===== src/rtl/cjg_stack_pkg.sv =====
// Shared types and helpers for the memory-backed call/data stack.
package cjg_stack_pkg;

    typedef enum logic [1:0] {
        IDLE  = 2'd0,
        SPILL = 2'd1,
        FILL  = 2'd2
    } state_e;

    function automatic int clog2(input int n);
        int r;
        r = 0;
        for (int i = 0; i < 31; i++)
            if ((1 << i) < n) r = i + 1;
        return r;
    endfunction

endpackage


===== src/rtl/cjg_stack_rf.sv =====
// DEPTH x WIDTH circular register file: one write port, top and bottom read ports.
module cjg_stack_rf #(
    parameter int WIDTH = 32,
    parameter int DEPTH = 16,
    parameter int PW    = 4
) (
    input  logic             clk,
    input  logic             reset,
    input  logic             we,
    input  logic [PW-1:0]    waddr,
    input  logic [WIDTH-1:0] wdata,
    input  logic [PW-1:0]    top_addr,
    output logic [WIDTH-1:0] top_data,
    input  logic [PW-1:0]    bot_addr,
    output logic [WIDTH-1:0] bot_data
);

    logic [WIDTH-1:0] mem [DEPTH];

    always_ff @(posedge clk or negedge reset) begin
        if (!reset) begin
            for (int i = 0; i < DEPTH; i++) mem[i] <= '0;
        end else if (we) begin
            mem[waddr] <= wdata;
        end
    end

    assign top_data = mem[top_addr];
    assign bot_data = mem[bot_addr];

endmodule


===== src/rtl/cjg_stack_spill.sv =====
// Hardware stack with DEPTH on-chip entries that spills/refills through a memory word master.
// Define CJG_STACK_ERR_EN to add a sticky err output for overflow/underflow.
module cjg_stack_spill
    import cjg_stack_pkg::*;
#(
    parameter int          WIDTH      = 32,
    parameter int          DEPTH      = 16,
    parameter int          ADDR_WIDTH = 32,
    parameter int          MEM_DEPTH  = 256,
    parameter int unsigned BASE_ADDR  = 0
) (
    input  logic                  clk,
    input  logic                  reset,
    input  logic [WIDTH-1:0]      d,
    input  logic                  push,
    input  logic                  pop,
    output logic [WIDTH-1:0]      q,
    output logic                  stall,
    output logic                  empty,
    output logic                  mem_req,
    output logic                  mem_we,
    output logic [ADDR_WIDTH-1:0] mem_addr,
    output logic [WIDTH-1:0]      mem_wdata,
    input  logic [WIDTH-1:0]      mem_rdata,
    input  logic                  mem_ack,
    input  logic                  scan_in0,
    input  logic                  scan_en,
    input  logic                  test_mode,
`ifdef CJG_STACK_ERR_EN
    output logic                  err,
`endif
    output logic                  scan_out0
);

    localparam int PW = clog2(DEPTH);
    localparam int CW = clog2(DEPTH + 1);
    localparam int SW = clog2(MEM_DEPTH + 1);
    localparam logic [ADDR_WIDTH-1:0] BASE = ADDR_WIDTH'(BASE_ADDR);

    state_e          state, state_n;
    logic [PW-1:0]   top, top_n, wptr, bot_idx;
    logic [CW-1:0]   count, cnt_n;
    logic [SW-1:0]   spill_cnt, sc_n;
    logic            rf_we, ovf, unf;
    logic [WIDTH-1:0] rf_wdata, top_data, bot_data;
    logic [ADDR_WIDTH-1:0] spill_ext;

    assign wptr      = top + PW'(1);
    // Oldest entry sits count-1 slots below top; wraps naturally when count==DEPTH.
    assign bot_idx   = top - PW'(count) + PW'(1);
    assign rf_wdata  = (state == FILL) ? mem_rdata : d;
    assign spill_ext = ADDR_WIDTH'(spill_cnt);

    cjg_stack_rf #(.WIDTH(WIDTH), .DEPTH(DEPTH), .PW(PW)) u_rf (
        .clk      (clk),
        .reset    (reset),
        .we       (rf_we),
        .waddr    (wptr),
        .wdata    (rf_wdata),
        .top_addr (top),
        .top_data (top_data),
        .bot_addr (bot_idx),
        .bot_data (bot_data)
    );

    always_ff @(posedge clk or negedge reset) begin
        if (!reset) begin
            state     <= IDLE;
            top       <= '0;
            count     <= '0;
            spill_cnt <= '0;
        end else begin
            state     <= state_n;
            top       <= top_n;
            count     <= cnt_n;
            spill_cnt <= sc_n;
        end
    end

    always_comb begin
        state_n = state;
        top_n   = top;
        cnt_n   = count;
        sc_n    = spill_cnt;
        stall   = 1'b0;
        rf_we   = 1'b0;
        ovf     = 1'b0;
        unf     = 1'b0;
        case (state)
            IDLE: begin
                // Refill takes priority; any request waits for it.
                if (count == '0 && spill_cnt != '0) begin
                    state_n = FILL;
                    stall   = push | pop;
                end else if (push) begin
                    if (count != CW'(DEPTH)) begin
                        rf_we = 1'b1;
                        top_n = wptr;
                        cnt_n = count + CW'(1);
                    end else if (spill_cnt != SW'(MEM_DEPTH)) begin
                        stall   = 1'b1;
                        state_n = SPILL;
                    end else begin
                        ovf = 1'b1;
                    end
                end else if (pop) begin
                    if (count != '0) begin
                        cnt_n = count - CW'(1);
                        top_n = top - PW'(1);
                    end else begin
                        unf = 1'b1;
                    end
                end
            end
            SPILL: begin
                stall = push | pop;
                if (mem_ack) begin
                    sc_n    = spill_cnt + SW'(1);
                    cnt_n   = count - CW'(1);
                    state_n = IDLE;
                end
            end
            FILL: begin
                stall = push | pop;
                if (mem_ack) begin
                    rf_we   = 1'b1;
                    top_n   = wptr;
                    cnt_n   = CW'(1);
                    sc_n    = spill_cnt - SW'(1);
                    state_n = IDLE;
                end
            end
            default: state_n = IDLE;
        endcase
    end

    // Memory outputs derive from registered state only, so they hold until ack.
    assign mem_req   = (state != IDLE);
    assign mem_we    = (state == SPILL);
    assign mem_wdata = (state == SPILL) ? bot_data : '0;
    always_comb begin
        mem_addr = '0;
        if (state == SPILL)     mem_addr = BASE + spill_ext;
        else if (state == FILL) mem_addr = BASE + spill_ext - ADDR_WIDTH'(1);
    end

    assign q         = (count == '0) ? '0 : top_data;
    assign empty     = (count == '0) && (spill_cnt == '0);
    assign scan_out0 = 1'b0;

`ifdef CJG_STACK_ERR_EN
    always_ff @(posedge clk or negedge reset) begin
        if (!reset)          err <= 1'b0;
        else if (ovf | unf)  err <= 1'b1;
    end
    logic unused_scan;
    assign unused_scan = scan_in0 | scan_en | test_mode;
`else
    logic unused_scan;
    assign unused_scan = scan_in0 | scan_en | test_mode | ovf | unf;
`endif

endmodule

===== config.mk =====
export PLATFORM = sky130hd
export DESIGN_NAME = cjg_stack_spill
export DESIGN_NICKNAME = d
export VERILOG_FILES = /design/src/rtl/cjg_stack_pkg.sv /design/src/rtl/cjg_stack_rf.sv /design/src/rtl/cjg_stack_spill.sv
export SDC_FILE = /design/constraint.sdc
export NUM_CORES = 1
export LEC_CHECK = 0
export CORE_AREA = 2 2 258 260
export DETAILED_ROUTE_END_ITERATION = 12
export DIE_AREA = 0 0 260 262
export PLACE_DENSITY = 0.68
export SLEW_MARGIN = 10
export SYNTH_ARGS = -nofsm -noshare
export SYNTH_HDL_FRONTEND = slang
export SYNTH_SLANG_ARGS = --single-unit

===== constraint.sdc =====
create_clock -name clk -period 5.5 [get_ports clk]
set_input_delay 0.825 -clock clk [delete_from_list [all_inputs] [get_ports clk]]
set_output_delay 0.825 -clock clk [all_outputs]
set_load 0.05 [all_outputs]

==> results_dict.tcl, run 1 <==
set metrics [dict create \
    status "finished, final reports clean" \
    grt_usage_pct 24.3 \
    finClkSkew_ns 0.0349 \
    synth_edf_count 0 \
    hp-class "input pin to async pin" \
    cpPeakStageDelay_ns 1.11 \
    routedWlPerCell_um 24.8 \
    ys_seq_area_share_pct 44.6 \
    finalCritPeriodShare_pct 95.3 \
    syn_nets 2401 \
    min_period_ns 5.24 \
    die_w_um 260 \
    fin_nets 2473 \
    dpl.hpwl_mm 48.5 \
    yosysUniqueCellTypes 64 \
    cts_root_buf "clkbuf_16" \
    cp_slowest_cell "fa_4" \
    r2r_slack_ns 1.94 \
    io_pins 173 \
    crit_path_end_kind "output port" \
    worstMarginPinSlew_ns 1.02 \
    wirelength_mm 81.5 \
    drive_gt1_share_pct 32.4 \
    yosys_warnings 0 \
    syn2layout_area_growth_pct 14.7 \
    grt_pass1_vias 21000 \
    antenna_found_initial 0 \
    io_buffers 168 \
    yosys-top-cells-area "dfrtp_1, mux4_2, mux2_2" \
    crit_required_ns 4.68 \
    diodes 0 \
    clkSinkCount 532 \
    fillCellCount 5379 \
    clock_path_buffers 3 \
    drt.antenna.violating_nets 0 \
    max_freq_mhz 191 \
    dr.pass1.iters 5 \
    criticalPathCategory "flip-flop to output port" \
    post_cts_resized 0 \
    die_h_um 262 \
    syn_avg_cell_area_sq_um 13.0 \
    critical_path_arrival_ns 4.42 \
    start_util_pct 45.7 \
    core_area_sq_um 65300 \
    rows 94 \
    synth_top_cell_by_area "dfrtp_1" \
    drt_iter0_drc 1626 \
    cpMostUsedCell "inv_1" \
    grt_setup_unrepaired "no" \
    vias_per_cell 6.18 \
    synth-seq-cells 532 \
    start_kind "flip-flop" \
    cts.htree.levels 2 \
    path_clk_slew_ns 0.06 \
    async_flop_share_pct 100 \
    synth_ff_type "dfrtp_1" \
    netlist_instances 2302 \
    yosys.cell_count.top_type "dfrtp_1" \
    cts_buffers 57 \
    drv_cap 0 \
    crit_fanout 42 \
    slew_headroom_pct 31.3 \
    insertion_delay_ns 0.64 \
    gr-total-overflow 0 \
    grt_first_pass_wirelength_mm 126 \
    setup_viol_count_final 0 \
    tns_ns 0 \
    cts_tree "done" \
    finalHoldViolations 0 \
    grt_max_degree 153 \
    yosysTopAreaCellShare_pct 44.6 \
    slew_violations 0 \
    vias 20300 \
    drcViolationCount 0 \
    syn_area_sq_um 29800 \
    post_cts_buffers 0 \
    synth_common_cells "dfrtp_1, mux4_2, mux2_2" \
    place_congestion 0.796 \
    path_cells "inv_1 -> ha_1 -> inv_1 -> ha_4 -> inv_1 -> fa_4 -> buf_12 -> mux4_2 -> mux2i_1 -> nand2_1 -> and3_1 -> buf_4" \
    hold_buffers 0 \
    fp.dieArea_sq_um 68100 \
]
## logic make-up after synthesis
family	count (synthesis)	share of synthesized area, %
AOI/OAI and AO/OA	334	6.42
xor gates and xnor gates	20	0.587
adders and majority gates	27	1.18
buffers and inverters	222	3.84
DFF	532	44.6
muxes	677	36.0
other	1	0.0126
and+or+nand+nor	489	7.28
## metrics by stage
stage / setup WS (ns) / area, sq um / hold slack [ns] / cells / util [%]
CTS: 0.238 / 34200 / 0.165 / 3287 / 52.4
floorplan: 0.755 / 29800 / 0.477 / 2302 / -
detailed placement: 0.933 / 32100 / 0.501 / 3179 / 49.2
global placement: 0.950 / 32100 / 0.487 / 3179 / 49.2
global route: 0.128 / 34200 / 0.188 / 3287 / 52.4
finish: 0.256 / 34200 / 0.147 / 3287 / 52.4
## registers in the layout, indices dropped and copies added (netlist names)
signal / flops
count: 5
state: 2
spill_cnt: 9
u_rf.mem: 512
top: 4
## path summary, 6_finish.rpt
path,startpoint,end,cells after the start
min,reset,spill_cnt[4]$_DFFE_PN0P_,1
min in group clk,u_rf.mem[123]$_DFFE_PN0P_,u_rf.mem[123]$_DFFE_PN0P_,1
max in group asynchronous,reset,u_rf.mem[354]$_DFFE_PN0P_,2
min reg2reg,u_rf.mem[123]$_DFFE_PN0P_,u_rf.mem[123]$_DFFE_PN0P_,1
max reg2reg,top[3]$_DFFE_PN0P_,u_rf.mem[122]$_DFFE_PN0P_,7
max,top[1]$_DFFE_PN0P_,mem_wdata[28],12
## cell usage in the layout (no fill, tap or decap), types with 57 or more instances in the layout
master and count:
clkbuf_16 57, mux2i_1 99, a21oi_1 268, dfrtp_1 528, mux2_2 281, clkdlybuf4s50_1 135
mux4_2 288, nor2_1 275, buf_4 63, nand2_1 86
## area by class of cell
type	instances	area, sq um	share of cell area [%]
inverter	17	63.8	0.187
sequential	532	13300	39.0
clock inverter	28	437	1.28
tap	864	1080	3.16
multi-input combinational	1548	15500	45.2
timing repair buffer	218	2220	6.49
clock buffer	80	1620	4.75
## layer usage
layer | global-route usage, % | vias up | wire length (um)
met5 | 0 | - | 0
met4 | 8.41 | 0 | 2730
met3 | 4.04 | 164 | 5330
met2 | 39.8 | 789 | 39500
met1 | 33.0 | 10700 | 33900
li1 | - | 8713 | -
## critical path: cells and delay by family (launching register included)
| family | cells | cell delay, ns |
|---|---|---|
| and+or+nand+nor | 2 | 0.32 |
| muxes | 2 | 0.55 |
| adders and majority gates | 3 | 1.50 |
| buffers and inverters | 5 | 0.91 |
| DFF | 1 | 0.49 |
Power of run 1 is left out: the tool's default activity adds up to more than one toggle a clock period on the data nets, which glitch-free logic cannot reach.
==> run 2, diff against run 1 <==
--- a/config.mk
+++ b/config.mk
@@ -6,10 +6,11 @@
 export NUM_CORES = 1
 export LEC_CHECK = 0
-export CORE_AREA = 2 2 258 260
+export CORE_AREA = 2 2 257 259
 export DETAILED_ROUTE_END_ITERATION = 12
-export DIE_AREA = 0 0 260 262
+export DIE_AREA = 0 0 259 261
 export PLACE_DENSITY = 0.68
 export SLEW_MARGIN = 10
 export SYNTH_ARGS = -nofsm -noshare
 export SYNTH_HDL_FRONTEND = slang
+export SYNTH_HIERARCHICAL = 1
 export SYNTH_SLANG_ARGS = --single-unit
==> constraint.sdc (replaced) <==
create_clock -name clk -period 5.5 [get_ports clk]
set_input_delay 0.825 -clock clk [delete_from_list [all_inputs] [get_ports clk]]
set_output_delay 0.825 -clock clk [all_outputs]
set_load 0.1 [all_outputs]
==> results_dict.tcl, run 2 <==
set metrics [dict create \
    cpMostUsedCell "inv_1" \
    synth_common_cells "dfrtp_1, mux2_2, mux4_2" \
    tns_ns 0 \
    syn_area_sq_um 29500 \
    vias 18900 \
    criticalPathCategory "flip-flop to output port" \
    yosys.cell_count.top_type "dfrtp_1" \
    dpl_cell_area_sq_um 32400 \
    path_cells "inv_1 -> ha_1 -> inv_1 -> ha_4 -> inv_1 -> fa_1 -> xnor2_1 -> xnor2_1 -> nor2b_4 -> buf_4 -> a22oi_1 -> nand2_1 -> and2_1 -> buf_12" \
    start_kind "flip-flop" \
    insertion_delay_ns 0.61 \
    fillCellCount 5278 \
    worstMarginPinSlew_ns 1.08 \
    wirelength_mm 81.8 \
    multi_input_area_sq_um 15300 \
    drive_gt1_share_pct 47.4 \
    cts_root_buf "clkbuf_16" \
    cts_buffers 55 \
    grt_setup_unrepaired "no" \
    seqCellArea_sq_um 13300 \
    grt_pass1_vias 20100 \
    grt_max_degree 149 \
    post_cts_buffers 0 \
    core_area_sq_um 65000 \
    drt_iter0_drc 1734 \
    final_common_cell "dfrtp_1" \
    gr-total-overflow 0 \
    max_freq_mhz 197 \
    reg_top3 "u_rf/mem: 512 flops, spill_cnt: 9 flops, count: 5 flops" \
    synth_top_cell_by_area "dfrtp_1" \
    drcViolationCount 0 \
    io_buffers 168 \
    slew_headroom_pct 27.4 \
    crit_required_ns 4.68 \
    fin_nets 2207 \
    syn_nets 2140 \
    start_util_pct 45.3 \
    clock_path_buffers 3 \
    cp_num_buf_inv 5 \
    critical_path_arrival_ns 4.25 \
    die_w_um 259 \
    routedWlPerCell_um 27.1 \
    synth-seq-cells 532 \
    fp.dieArea_sq_um 67600 \
    cp_slowest_cell "xnor2_1" \
    crit_fanout 10 \
    rows 94 \
    setup_viol_count_final 0 \
    path_clk_slew_ns 0.06 \
    synth_edf_count 0 \
    layout_common_cells "dfrtp_1, mux2_2, mux4_2, a22oi_1, clkdlybuf4s50_1" \
    slew_violations 0 \
    syn_avg_cell_area_sq_um 14.4 \
    yosysUniqueCellTypes 65 \
    largest_reg_flops 512 \
    netlist_instances 2045 \
    antenna_found_initial 0 \
    yosys_warnings 6 \
    async_flop_share_pct 100 \
    cts.htree.levels 2 \
    finalHoldViolations 0 \
    finClkSkew_ns 0.0123 \
    drv_cap 0 \
    synth_ff_type "dfrtp_1" \
    ys_seq_area_share_pct 45.2 \
    yosys-top-cells-area "dfrtp_1, mux4_2, mux2_2" \
    hp-class "input pin to async pin" \
    hold_buffers 0 \
    dr.pass1.iters 5 \
    final_cell_area_sq_um 34200 \
    cpPeakStageDelay_ns 0.50 \
    vias_per_cell 6.28 \
    status "finished, final reports clean" \
    post_cts_resized 0 \
    yosysTopAreaCellShare_pct 45.2 \
    syn2layout_area_growth_pct 15.9 \
    place_congestion 0.793 \
    die_h_um 261 \
    crit_path_end_kind "output port" \
    clkSinkCount 532 \
    cts_tree "done" \
    grt_first_pass_wirelength_mm 125 \
    io_pins 173 \
    grt_usage_pct 24.5 \
    cp_top_family "simple AND/OR/NAND/NOR gates" \
    finalCritPeriodShare_pct 92.3 \
    drt.antenna.violating_nets 0 \
    top_register "u_rf/mem" \
    min_period_ns 5.07 \
    diodes 0 \
    dpl.hpwl_mm 48.3 \
]
run 2: changes by cell type after synthesis, sizes merged, moves of 32 or more:
cell / before / now
nor2: 275 / 29
mux2i: 99 / 2
nor2b: 2 / 37
a21oi: 271 / 11
buf: 152 / 108
clkbuf: 53 / 106
mux2: 290 / 546
a22oi: 3 / 128
mux4: 288 / 256
run 2: cells by family after synthesis:
kind of cell / synth area share (%)
muxes: 40.5
DFF: 45.2
and+or+nand+nor: 4.26
buffers and inverters: 3.63
AOI/OAI and AO/OA: 4.89
adders and majority gates: 1.03
xor gates and xnor gates: 0.535
other: 0.0127
run 2: layer usage:
layer,part of all wire [%],GRT usage (%),up-vias,wire length (um)
met1,41,33.3,10100,33800
met2,49,40.2,775,39800
met3,7.3,4.36,163,5940
li1,-,-,7934,-
met5,0,0,-,0
met4,2.8,7.74,0,2260
run 2: per-stage QoR:
step           util, %  instances  worst slack, ns  hold WS (ns)
6_report          52.5       3016            0.426         0.233
5_1_grt           52.5       3016            0.240         0.312
4_1_cts           52.5       3016            0.409         0.298
3_5_place_dp      49.8       2919             1.06         0.497
3_3_place_gp      49.8       2919             1.09         0.482
2_1_floorplan        -       2045            0.350         0.470
run 2: final timing paths:
path / startpoint / to / slack, ns / cells past startpoint
hold / removal: reset / u_rf/mem[422]$_DFFE_PN0P_ / 0.23 / 1
max in group asynchronous: reset / u_rf/mem[464]$_DFFE_PN0P_ / 3.81 / 2
setup reg to reg: spill_cnt[0]$_DFFE_PN0P_ / u_rf/mem[354]$_DFFE_PN0P_ / 1.34 / 10
min in group clk: u_rf/mem[347]$_DFFE_PN0P_ / u_rf/mem[347]$_DFFE_PN0P_ / 0.51 / 1
hold reg to reg: u_rf/mem[347]$_DFFE_PN0P_ / u_rf/mem[347]$_DFFE_PN0P_ / 0.51 / 1
setup / recovery: top[1]$_DFFE_PN0P_ / mem_wdata[7] / 0.43 / 14
run 2: cell type report:
cell class,count,share of cell area (%)
repair buffers,224,7.76
inverters,19,0.209
multi-input cells,1280,44.7
well taps,864,3.16
clock inverters,17,0.476
clock buffers,80,4.74
flip-flops and latches,532,39.0
Power of run 2 is left out for the same reason.
